**src/rtl/uart_pkg.sv**
```systemverilog
// Shared definitions for the 8N1 UART transmitter:
// state encodings, frame width and bit-period helper.
package uart_pkg;

    localparam logic [1:0] ST_IDLE  = 2'd0;
    localparam logic [1:0] ST_START = 2'd1;
    localparam logic [1:0] ST_DATA  = 2'd2;
    localparam logic [1:0] ST_STOP  = 2'd3;

    localparam int DATA_BITS = 8;

    typedef enum logic [1:0] {
        IDLE  = ST_IDLE,
        START = ST_START,
        DATA  = ST_DATA,
        STOP  = ST_STOP
    } state_t;

    function automatic int clks_per_bit(input int clk_freq, input int baud);
        return clk_freq / baud;
    endfunction

endpackage

```
**src/rtl/uart_tx_if.sv**
```systemverilog
// Byte handshake between the character source stage
// and the UART transmitter.
interface uart_tx_if;
    import uart_pkg::*;

    logic                 start;
    logic [DATA_BITS-1:0] tx_data;
    logic                 tx_busy;
    logic                 tx_done;

    modport master (
        output start,
        output tx_data,
        input  tx_busy,
        input  tx_done
    );

    modport slave (
        input  start,
        input  tx_data,
        output tx_busy,
        output tx_done
    );

endinterface

```
**src/rtl/uart_bit_timer.sv**
```systemverilog
// Per-bit clock counter; flags the last clock of a serial bit.
// Counter is cleared explicitly and never relies on wrap-around.
module uart_bit_timer
    import uart_pkg::*;
#(
    parameter int CLKS_PER_BIT = 16
) (
    input  logic clk,
    input  logic reset,
    input  logic clear,
    output logic bit_end
);

    localparam int W = (CLKS_PER_BIT > 1) ? $clog2(CLKS_PER_BIT) : 1;
    localparam logic [W-1:0] LAST = W'(CLKS_PER_BIT - 1);

    logic [W-1:0] clk_cnt;

    always_ff @(posedge clk or posedge reset) begin
        if (reset) begin
            clk_cnt <= '0;
        end else if (clear) begin
            clk_cnt <= '0;
        end else begin
            clk_cnt <= clk_cnt + 1'b1;
        end
    end

    assign bit_end = (clk_cnt == LAST);

endmodule

```
**src/rtl/uart_tx_fsm.sv**
```systemverilog
// 8N1 UART transmitter: start bit, 8 data bits LSB first, stop bit.
// All outputs are registered; the byte is captured on the accept edge.
module uart_tx_fsm
    import uart_pkg::*;
#(
    parameter int CLK_FREQ  = 100_000_000,
    parameter int BAUD_RATE = 9600
) (
    input  logic      clk,
    input  logic      reset,
    uart_tx_if.slave  bus,
    output logic      tx
);

    localparam int CLKS_PER_BIT = clks_per_bit(CLK_FREQ, BAUD_RATE);
    localparam logic [2:0] LAST_BIT = 3'(DATA_BITS - 1);

    generate
        if (CLKS_PER_BIT < 2) begin : g_cpb_check
            $error("uart_tx_fsm: CLKS_PER_BIT must be at least 2");
        end
    endgenerate

    state_t               state_q, state_d;
    logic [DATA_BITS-1:0] shift_q, shift_d;
    logic [2:0]           bit_cnt_q, bit_cnt_d;
    logic                 tx_d;
    logic                 busy_q, busy_d;
    logic                 done_q, done_d;
    logic                 clear;
    logic                 bit_end;

    uart_bit_timer #(
        .CLKS_PER_BIT (CLKS_PER_BIT)
    ) u_timer (
        .clk     (clk),
        .reset   (reset),
        .clear   (clear),
        .bit_end (bit_end)
    );

    always_ff @(posedge clk or posedge reset) begin
        if (reset) begin
            state_q   <= IDLE;
            shift_q   <= '0;
            bit_cnt_q <= '0;
            tx        <= 1'b1;
            busy_q    <= 1'b0;
            done_q    <= 1'b0;
        end else begin
            state_q   <= state_d;
            shift_q   <= shift_d;
            bit_cnt_q <= bit_cnt_d;
            tx        <= tx_d;
            busy_q    <= busy_d;
            done_q    <= done_d;
        end
    end

    always_comb begin
        state_d   = state_q;
        shift_d   = shift_q;
        bit_cnt_d = bit_cnt_q;
        tx_d      = tx;
        busy_d    = busy_q;
        done_d    = 1'b0;
        clear     = 1'b0;
        unique case (state_q)
            IDLE: begin
                clear  = 1'b1;
                tx_d   = 1'b1;
                busy_d = 1'b0;
                if (bus.start) begin
                    shift_d = bus.tx_data;
                    tx_d    = 1'b0;
                    busy_d  = 1'b1;
                    state_d = START;
                end
            end
            START: begin
                if (bit_end) begin
                    clear     = 1'b1;
                    bit_cnt_d = '0;
                    tx_d      = shift_q[0];
                    state_d   = DATA;
                end
            end
            DATA: begin
                if (bit_end) begin
                    clear = 1'b1;
                    if (bit_cnt_q == LAST_BIT) begin
                        tx_d    = 1'b1;
                        state_d = STOP;
                    end else begin
                        shift_d   = {1'b0, shift_q[DATA_BITS-1:1]};
                        bit_cnt_d = bit_cnt_q + 3'd1;
                        tx_d      = shift_q[1];
                    end
                end
            end
            STOP: begin
                if (bit_end) begin
                    clear   = 1'b1;
                    done_d  = 1'b1;
                    busy_d  = 1'b0;
                    state_d = IDLE;
                end
            end
        endcase
    end

    assign bus.tx_busy = busy_q;
    assign bus.tx_done = done_q;

endmodule
```
**src/flat_wrapper.sv**
```systemverilog
// flat-port wrapper written by rule: the top's interface ports become plain ports
module uart_tx_fsm_flat import uart_pkg::*;
#(
    parameter int CLK_FREQ  = 100_000_000,
    parameter int BAUD_RATE = 9600
)
  (clk, reset, tx, bus_start, bus_tx_data, bus_tx_busy, bus_tx_done);
  uart_tx_if bus_i ();
  input  logic clk;
  input  logic reset;
  output logic tx;
  input wire logic [$bits(bus_i.start)-1:0] bus_start;
  input wire logic [$bits(bus_i.tx_data)-1:0] bus_tx_data;
  output wire logic [$bits(bus_i.tx_busy)-1:0] bus_tx_busy;
  output wire logic [$bits(bus_i.tx_done)-1:0] bus_tx_done;
  assign bus_i.start = bus_start;
  assign bus_i.tx_data = bus_tx_data;
  assign bus_tx_busy = bus_i.tx_busy;
  assign bus_tx_done = bus_i.tx_done;
  uart_tx_fsm #(.CLK_FREQ(CLK_FREQ), .BAUD_RATE(BAUD_RATE)) u_core (.clk(clk), .reset(reset), .bus(bus_i), .tx(tx));
endmodule
```
**config.mk**
```make
export PLATFORM = sky130hd
export DESIGN_NAME = uart_tx_fsm_flat
export DESIGN_NICKNAME = d
export VERILOG_FILES = /design/src/rtl/uart_pkg.sv /design/src/rtl/uart_tx_if.sv /design/src/rtl/uart_bit_timer.sv /design/src/rtl/uart_tx_fsm.sv /design/src/flat_wrapper.sv
export SDC_FILE = /design/constraint.sdc
export NUM_CORES = 1
export LEC_CHECK = 0
export ABC_AREA = 1
export CAP_MARGIN = 20
export CORE_ASPECT_RATIO = 0.9
export CORE_MARGIN = 10
export CORE_UTILIZATION = 45
export CTS_CLUSTER_DIAMETER = 50
export DETAILED_ROUTE_END_ITERATION = 8
export DONT_BUFFER_PORTS = 1
export GPL_TIMING_DRIVEN = 0
export PLACE_DENSITY = 0.68
export SLEW_MARGIN = 20
export SYNTH_ARGS = -nofsm -noshare
export SYNTH_HDL_FRONTEND = slang
export SYNTH_SLANG_ARGS = --single-unit
```
**constraint.sdc**
```tcl
create_clock -name clk -period 3.64 [get_ports clk]
set_clock_uncertainty 0.1 [all_clocks]
set_input_delay 0.364 -clock clk [delete_from_list [all_inputs] [get_ports clk]]
set_output_delay 0.364 -clock clk [all_outputs]
set_load 0.01 [all_outputs]
```
==> results of run 1 <==
## power groups by stage
stage | clock network [W] | registers (W) | logic [W]
floorplan | 0 | 0.000488 | 0.000483
global placement | 0 | 0.000503 | 0.000571
detailed placement | 0 | 0.000506 | 0.000582
CTS | 0.000290 | 0.000500 | 0.000584
global route | 0.000302 | 0.000511 | 0.000671
finish | 0.000280 | 0.000499 | 0.000577
## logic make-up (layout without fill, tap and decap cells)
logic type | Yosys count | count (layout) | synth area share
AOI/OAI and AO/OA | 24 | 24 | 0.09651
adders and majority gates | 8 | 8 | 0.06079
muxes | 6 | 6 | 0.03648
and+or+nand+nor | 99 | 99 | 0.2690
DFF | 30 | 30 | 0.4567
xor gates and xnor gates | 3 | 3 | 0.01596
buffers and inverters | 25 | 34 | 0.06459
## worst max path at each step
stage                                    from                   endpoint  slack [ns]  cells after the start
detailed placement          u_core.state_q[0]                  u_core.tx        1.83                      7
CTS                         u_core.state_q[0]                  u_core.tx        1.81                      7
floorplan           u_core.u_timer.clk_cnt[0]          u_core.shift_q[0]        2.07                      9
global route        u_core.u_timer.clk_cnt[0]        u_core.bit_cnt_q[1]        1.64                      8
finish                      u_core.state_q[0]                  u_core.tx        1.83                      7
global placement    u_core.u_timer.clk_cnt[0]  u_core.u_timer.clk_cnt[6]        1.86                      7
## sequential cells by signal, summed over array words and instances (netlist names)
register,count
u_core.bit_cnt_q,3
u_core.bus.tx_busy,1
u_core.state_q,2
u_core.tx,1
u_core.u_timer.clk_cnt,14
u_core.bus.tx_done,1
u_core.shift_q,8
## layer usage
layer	share of wire	vias up
met5	0	-
met4	0.017	0
met3	0.052	6
met2	0.45	22
met1	0.48	560
li1	-	645
## synthesized netlist by cell type (all sizes together) (3+ instances only)
master	count	area share
a21oi	8	0.024
buf	3	0.014
dfrtp	29	0.44
ha	8	0.061
inv	22	0.050
mux2i	6	0.036
nand2	48	0.12
nand3	8	0.024
nand4	5	0.019
nor2	24	0.058
nor3	9	0.027
nor3b	3	0.017
o21ai	13	0.058
## layout make-up
cell class,count,area (µm²)
Fill cell,351,1647
Multi-Input combinational cell,140,788.3
Sequential cell,30,752.0
Clock buffer,6,82.58
Inverter,22,82.58
Tap cell,44,55.05
Buffer,3,23.77
Clock inverter,2,12.51
Timing Repair Buffer,1,10.01
## worst reg2reg max path, stage by stage, from the launching register on
cell     delay (ns)
dfrtp_1        0.42
inv_1          0.13
ha_1           0.26
buf_2          0.31
nand2_1        0.13
a41oi_1        0.23
nand2_1        0.07
o21ai_0        0.08
## through the flow
stage,power (W),utilization,hold slack (ns)
after floorplan,0.0009709,-,0.3316
after global placement,0.001074,0.4928,0.3535
after detailed placement,0.001088,0.4928,0.2673
after CTS,0.001374,0.5232,0.1195
after global routing,0.001484,0.5232,0.1426
final,0.001356,0.5232,0.1295
==> results.ini, run 1 <==
[status]
status=finished, final reports clean

[worst_setup_path]
slowest_stage=dfrtp_1
worstPathArrival_ns=1.92
setup.worst_path.class=register to register
rr_startpoint=u_core.state_q[0]
critPathLaunchType=register
cp-end-kind=register
required_ns=3.74
crit_path_cell_trace=inv_1 > ha_1 > buf_2 > nand2_1 > a41oi_1 > nand2_1 > o21ai_0
max_stage_delay_ns=0.42
critical_path_buf_inv_count=2
crit_fanout=10
crit_family=buffers and inverters
critPathMostFrequentCell=nand2_1
r2r_setup_slack_ns=1.83
reg2reg_depth=7
rr_endpoint=u_core.tx

[sta]
timing.final.ws_setup_ns=1.826
fmaxAchievable_mhz=551.2
slew_viol_final=0
setup_viol=0
finalHoldViolCount=0
setup_tns_ns=0
post-route-min-period_ns=1.814
rsz0062_at_grt=false
max_slew_margin=0.5889
tightestPinTransition_ns=0.6158
finalCritPeriodShare=0.4984

[cells_and_area]
layout_commonest_cell=nand2_1
antennaDiodeCount=0
stdcell_count=248
finalInstanceArea_um2=1807
drive_above_1_share=0.1324
layout_common_cells=46 x nand2_1, 29 x dfrtp_1, 22 x nor2_1
syn_to_final_growth_pct=9.726
final_nets=222

[route]
postRouteAntennaNets=0
via_per_inst=4.972
drtIter0Drc=100
vias=1233
first_pass_iters=4
drc_errors=0
wirelength_um=2986
wl_per_cell_um=12.04

[yosys]
synth_area_um2=1647
synthArstFlopShare=1.000
synth_edf_count=0
synth_warnings=0
syn_area_per_cell_um2=8.444
synth_cell_types=30
syn-instance-count=195
synth_nets=214
yosysSeqAreaShare=0.4567
synth_seq_cells=30
synthFlopType=dfrtp_1

[die]
ios=14
initial_utilization=0.4768
die_h_um=77.39
fp.dieW_um=83.76
die_area_um2=6482
rows=20
coreArea_um2=3453

[power]
switching_power_w=0.0005516
peakVddDrop_mv=0.4556
p_sw_frac=0.4068
clkPwrFrac=0.206
internal_power_w=0.0008044
power_density_nw_per_um2=750.5
p_leak_nw=0.8632
power_frac_comb=0.426
pwr-share-seq=0.368

[worst_hold_path]
holdPathStages=2
hold_start=bus_tx_data[7]
min_to=u_core.shift_q[7]
hold_class=input port to register

[global_routing]
grt-ovfl-total=0
grt_start_max_net_pins=31
gr-usage-met3=0.03758
grt_antenna_before_repair=0
grt_util_met1=0.1142
grt_pass1_wl_um=5299
gr-usage-all-layers=0.09782
top_usage_layer=met2
grt_pass1_vias=1189
use_met2=0.1524

[cts]
cts_buffer_depth=2
cts_tree=done
post_cts_resize_count=0
cts_hold_buf=1
cts_root_buffer=clkbuf_8
post_cts_buffers=0
clock_latency_ns=0.29
cts.sinks=30
htree_levels=2
clkTransAtPathRegs_ns=0.07
numCtsBuffers=5

[job]
drv_cap=0

[place]
dp_slack_ns=1.831
io_buffers=0
dp_hpwl_um=2240
place_congestion=0.8209
dp_cells=239
placed_area_um2=1702

(Power assumes the default switching activity.)
==> run 2: changes to the inputs <==
--- a/config.mk
+++ b/config.mk
@@ -14,7 +14,7 @@
 export DETAILED_ROUTE_END_ITERATION = 8
 export DONT_BUFFER_PORTS = 1
 export GPL_TIMING_DRIVEN = 0
-export PLACE_DENSITY = 0.68
+export PLACE_DENSITY = 0.7
 export SLEW_MARGIN = 20
 export SYNTH_ARGS = -nofsm -noshare
 export SYNTH_HDL_FRONTEND = slang
==> constraint.sdc (replaced) <==
create_clock -name clk -period 1.5 [get_ports clk]
set_clock_uncertainty 0.1 [all_clocks]
set_input_delay 0.15 -clock clk [delete_from_list [all_inputs] [get_ports clk]]
set_output_delay 0.15 -clock clk [all_outputs]
set_load 0.01 [all_outputs]
==> run 2 against run 1 <==
  * The flow now finishes with violations (setup timing)
  * Critical path depth increased by 2
  * Power increased to 3.5 times the previous value
  * Utilization increased by 16 points
  * Clock-buffer cell count did not move
  * Combinational power grew to 4.5 times the previous value
  * Global-route usage increased by 1.9 points
  * Sequential share of layout area decreased by 9.6 points
  * Clock power increased to 3.0 times the previous value
  * Maximum frequency rose by 15%
  * First-iteration DRC count shrank 14%
  * Die area did not move
  * Wire length increased by 38%
  * Highest routed layer unchanged
==> results.ini, run 2 (synthesis gave the netlist of run 1 again) <==
[power]
peakVddDrop_mv=1.381  ; was 0.4556 mV
p_sw_frac=0.4000  ; was 0.4068
power_density_nw_per_um2=2004  ; was 750.5 nW/µm²
power_frac_comb=0.552  ; was 0.426
switching_power_w=0.001884  ; was 0.0005516 W
internal_power_w=0.002826  ; was 0.0008044 W
clkPwrFrac=0.178  ; was 0.206
p_leak_nw=1.063  ; was 0.8632 nW
pwr-share-seq=0.270  ; was 0.368

[worst_setup_path]
critPathLaunchType=register  ; unchanged
crit_path_cell_trace=ha_4 > nand3_4 > nor2_4 > nand3_2 > nand2_4 > buf_6 > buf_6 > nand4_1 > nand2_1  ; was inv_1 > ha_1 > buf_2 > nand2_1 > a41oi_1 > nand2_1 > o21ai_0
critPathMostFrequentCell=buf_6  ; was nand2_1
required_ns=1.63  ; was 3.74 ns
cp-end-kind=register  ; unchanged
worstPathArrival_ns=1.71  ; was 1.92 ns
slowest_stage=dfrtp_1  ; unchanged
crit_fanout=3  ; was 10
setup.worst_path.class=register to register  ; unchanged
max_stage_delay_ns=0.40  ; was 0.42 ns

[route]
vias=1441  ; was 1233
first_pass_iters=4  ; unchanged
via_per_inst=5.259  ; was 4.972
drtIter0Drc=86  ; was 100
wl_per_cell_um=15.00  ; was 12.04 µm
drc_errors=0  ; unchanged
postRouteAntennaNets=0  ; unchanged
wirelength_um=4111  ; was 2986 µm

[cells_and_area]
utilization=0.6804  ; was 0.5232
syn_to_final_growth_pct=42.70  ; was 9.726%
finalInstanceArea_um2=2350  ; was 1807 µm²
layout_common_cells=31 x nand2_1, 29 x dfrtp_1, 19 x nor2_1  ; was 46 x nand2_1, 29 x dfrtp_1, 22 x nor2_1
layout_commonest_cell=nand2_1  ; unchanged
largest_reg_flops=14  ; unchanged
regMostFlops=u_core.u_timer.clk_cnt  ; unchanged
antennaDiodeCount=0  ; unchanged
reg.largest.list=u_core.u_timer.clk_cnt (14), u_core.shift_q (8), u_core.bit_cnt_q (3)  ; unchanged
final_nets=249  ; was 222
drive_above_1_share=0.3652  ; was 0.1324

[global_routing]
grt_pass1_vias=1374  ; was 1189
gr-usage-all-layers=0.1165  ; was 0.09782
grt_start_max_net_pins=31  ; unchanged
grt-ovfl-total=0  ; unchanged
grt_pass1_wl_um=6285  ; was 5299 µm
grt_antenna_before_repair=0  ; unchanged

[die]
coreArea_um2=3453  ; unchanged
die_area_um2=6482  ; unchanged
initial_utilization=0.4768  ; unchanged
fp.dieW_um=83.76  ; unchanged
ios=14  ; unchanged
die_h_um=77.39  ; unchanged
rows=20  ; unchanged

[cts]
cts.sinks=30  ; unchanged
cts_tree=done  ; unchanged
numCtsBuffers=5  ; unchanged
clock_latency_ns=0.29  ; about the same
cts_buffer_depth=2  ; unchanged
cts_root_buffer=clkbuf_8  ; unchanged
clkTransAtPathRegs_ns=0.07  ; about the same
htree_levels=2  ; unchanged

[sta]
setup_viol=13  ; was 0
finalHoldViolCount=0  ; unchanged
rsz0062_at_grt=true  ; was false
post-route-min-period_ns=1.582  ; was 1.814 ns
tightestPinTransition_ns=0.6381  ; was 0.6158 ns
slew_viol_final=0  ; unchanged
fmaxAchievable_mhz=632.0  ; was 551.2 MHz
setup_tns_ns=-0.6402  ; was 0 ns
max_slew_margin=0.5740  ; was 0.5889
timing.final.ws_setup_ns=-0.08240  ; was 1.826 ns
finalCritPeriodShare=1.055  ; was 0.4984

[place]
io_buffers=0  ; unchanged
dp_hpwl_um=2201  ; was 2240 µm
placed_area_um2=1732  ; was 1702 µm²
place_congestion=0.8153  ; was 0.8209

[status]
status=finished, violations left  ; was finished, final reports clean
failed_checks=setup timing

[job]
drv_cap=0  ; unchanged

[worst_hold_path]
hold_class=input port to register  ; unchanged

run 2: cell types whose count changed in the layout (fill, tap and decap cells not counted), sizes merged:
| cell | delta |
|---|---|
| buf | +18 |
| clkinv | -1 |
| clkinvlp | -1 |
| bufinv | +1 |
| dlygate4sd3 | +9 |
run 2: final timing paths:
check                           depth (start not counted)  slack, ns                    endpoint                      start
max in group asynchronous                               2       0.57  u_core.u_timer.clk_cnt[13]                      reset
worst min register to register                          2       0.39           u_core.shift_q[4]          u_core.shift_q[4]
worst min-delay path                                    4       0.13           u_core.state_q[0]                  bus_start
min in group asynchronous                               2       0.31           u_core.shift_q[7]                      reset
worst max-delay path                                    9      -0.08         u_core.bit_cnt_q[2]  u_core.u_timer.clk_cnt[0]
worst max register to register                          9      -0.08         u_core.bit_cnt_q[2]  u_core.u_timer.clk_cnt[0]
run 2: power groups by stage:
stage | clock (W) | sequential (W) | combinational (W)
final | 0.000839 | 0.00127 | 0.00260
after global routing | 0.000903 | 0.00129 | 0.00281
after CTS | 0.000860 | 0.00122 | 0.00201
after detailed placement | 0 | 0.00123 | 0.00147
after global placement | 0 | 0.00122 | 0.00146
after floorplan | 0 | 0.00119 | 0.00123
run 2: metal layers:
layer | up-vias | track usage | wire (µm)
li1 | 704 | - | -
met1 | 701 | 0.1309 | 1774
met2 | 27 | 0.1998 | 2098
met3 | 9 | 0.04175 | 135
met4 | 0 | 0.04013 | 104
met5 | - | 0 | 0
run 2: worst max-delay path: cells and delay by family, from the launching register on:
family / cells / cell delay, ns
adders and majority gates: 1 / 0.16
buffers and inverters: 2 / 0.22
DFF: 1 / 0.40
and+or+nand+nor: 6 / 0.62
run 2: final cells by class:
type / instances / area (µm²)
fill: 247 / 1104
multi-input combinational: 140 / 1018
sequential: 30 / 752.0
timing repair buffer: 28 / 285.3
inverter: 22 / 85.08
clock buffer: 6 / 82.58
tap: 44 / 55.05
buffer: 3 / 41.29
clock inverter: 1 / 30.03
run 2: repair_timing:
item / CTS / global route
gates cloned: 1 / 0
setup buffers: 12 / 5
hold endpoints to repair: 38 / 0
setup endpoints to repair: 25 / 26
pin swaps: 5 / 13
gates resized for setup: 24 / 39
hold buffers: 10 / 0
run 2: through the flow:
step | cells | hold WS, ns | setup slack (ns) | total power, W
2_1_floorplan | 195 | 0.1401 | -0.005018 | 0.002421
3_3_place_gp | 239 | 0.2100 | -0.1751 | 0.002679
3_5_place_dp | 239 | 0.05100 | -0.1890 | 0.002697
4_1_cts | 269 | 0.09264 | -0.03887 | 0.004089
5_1_grt | 274 | 0.1616 | -0.1400 | 0.005005
6_report | 274 | 0.1311 | -0.08240 | 0.004710
==> RTL change (flow settings as in run 2) <==
`BAUD_RATE` is set to 9600 in 2 places; all go to 19200.
--- a/src/rtl/uart_tx_fsm.sv
+++ b/src/rtl/uart_tx_fsm.sv
@@ -4,7 +4,7 @@
     import uart_pkg::*;
 #(
     parameter int CLK_FREQ  = 100_000_000,
-    parameter int BAUD_RATE = 9600
+    parameter int BAUD_RATE = 19200
 ) (
     input  logic      clk,
     input  logic      reset,
--- a/src/flat_wrapper.sv
+++ b/src/flat_wrapper.sv
@@ -2,7 +2,7 @@
 module uart_tx_fsm_flat import uart_pkg::*;
 #(
     parameter int CLK_FREQ  = 100_000_000,
-    parameter int BAUD_RATE = 9600
+    parameter int BAUD_RATE = 19200
 )
   (clk, reset, tx, bus_start, bus_tx_data, bus_tx_busy, bus_tx_done);
   uart_tx_if bus_i ();
Check against the original RTL: same outputs for any inputs over 10 cycles, from zero or initial values and one cycle with reset high; that may be too few to reach the edited logic, so the function may still have changed.
==> RTL change against run 2 <==
The run still ends with negative setup slack left. Sequential cell count is 1 lower. Final cell count is 14% higher. Die area up 2.8%. Sequential power decreased by 6%. Via count rose by 7.2%. Wire length shrank 0.39%. Clock power shrank 25%. Utilization is 8.9 points lower. Combinational power is 18% lower. Power shrank 16%. Worst setup slack worse by 0.067 ns. Cell area fell by 7.5%. Synthesized area up 3.7%. Largest cell class unchanged.
==> RTL change: results <==
metrics = {
    "final_layout": {
        "num-multi-input-gates": 177,
        "fillerInstances": 323,
        "multi_input_area_um2": 983,
        "layout-drive-gt1-share_pct": 25.1,
        "num-nonclk-inverters": 29,
        "clock_cell_area_share_pct": 3.80,
    },
    "sta": {
        "slew_headroom_pct": 59.1,
        "setup-tns-final_ns": -1.59,
        "finalSetupViolCount": 12,
        "fin_ws_ns": -0.150,
    },
    "setup_path": {
        "cp.arrival_ns": 1.73,
        "startpoint": "u_core.bit_cnt_q[0]",
        "reg2reg_depth": 8,
        "cp_max_fo": 8,
        "slowest_delay_ns": 0.42,
    },
    "clock_tree": {
        "cts_resized": 11,
        "cts-hold-fix-buffers": 6,
    },
    "grt": {
        "grt_util_all_layers_pct": 11.4,
        "grt_use_met2_pct": 17.5,
        "grt_pass1_vias": 1354,
        "grtUsageMet1_pct": 13.7,
    },
    "routing": {
        "wl_met3_um": 220,
        "m1WireLength_um": 1860,
        "wl_met2_um": 1930,
        "drtIter0Drc": 114,
        "dr_total_vias": 1545,
        "wirelength_um": 4100,
        "post_drt_wl_per_cell_um": 13.1,
    },
    "hold_path": {
        "hold_path_end": "u_core.shift_q[5]",
        "hp-start": "bus_tx_data[5]",
    },
    "run_status": {
        "violations": "negative setup slack",
        "status": "complete, but fails checks",
    },
    "synthesis": {
        "synth_nets": 256,
        "syn_inst": 237,
    },
    "placed_design": {
        "gp_congestion": 0.834,
    },
    "floorplan": {
        "core.rowCount": 21,
    },
}
RTL change: changes by cell type in the layout (fill, tap and decap cells not counted), sizes merged, moves of 2 or more:
cell,change
nand2,+49
nand3,+16
buf,-4
nor2,+10
clkinv,+2
mux2i,-6
inv,+7
nor3,-5
dlygate4sd3,-4
nand4,-4
o21ai,-10
a21oi,-5
RTL change: cell families after synthesis:
family | share of synthesized area (%)
xor gates and xnor gates | 0.513
DFF | 42.6
buffers and inverters | 7.47
and+or+nand+nor | 41.8
adders and majority gates | 5.86
AOI/OAI and AO/OA | 1.76
RTL change: worst max-delay path, delay by kind of cell, from the launching register on:
family | cells | cell delay, ns
DFF | 1 | 0.42
buffers and inverters | 1 | 0.04
adders and majority gates | 2 | 0.38
and+or+nand+nor | 5 | 0.61
RTL change: where the power goes:
part	switching, mW	internal (mW)
Combinational	1.20	0.933
Sequential	0.178	1.02
Clock	0.306	0.321
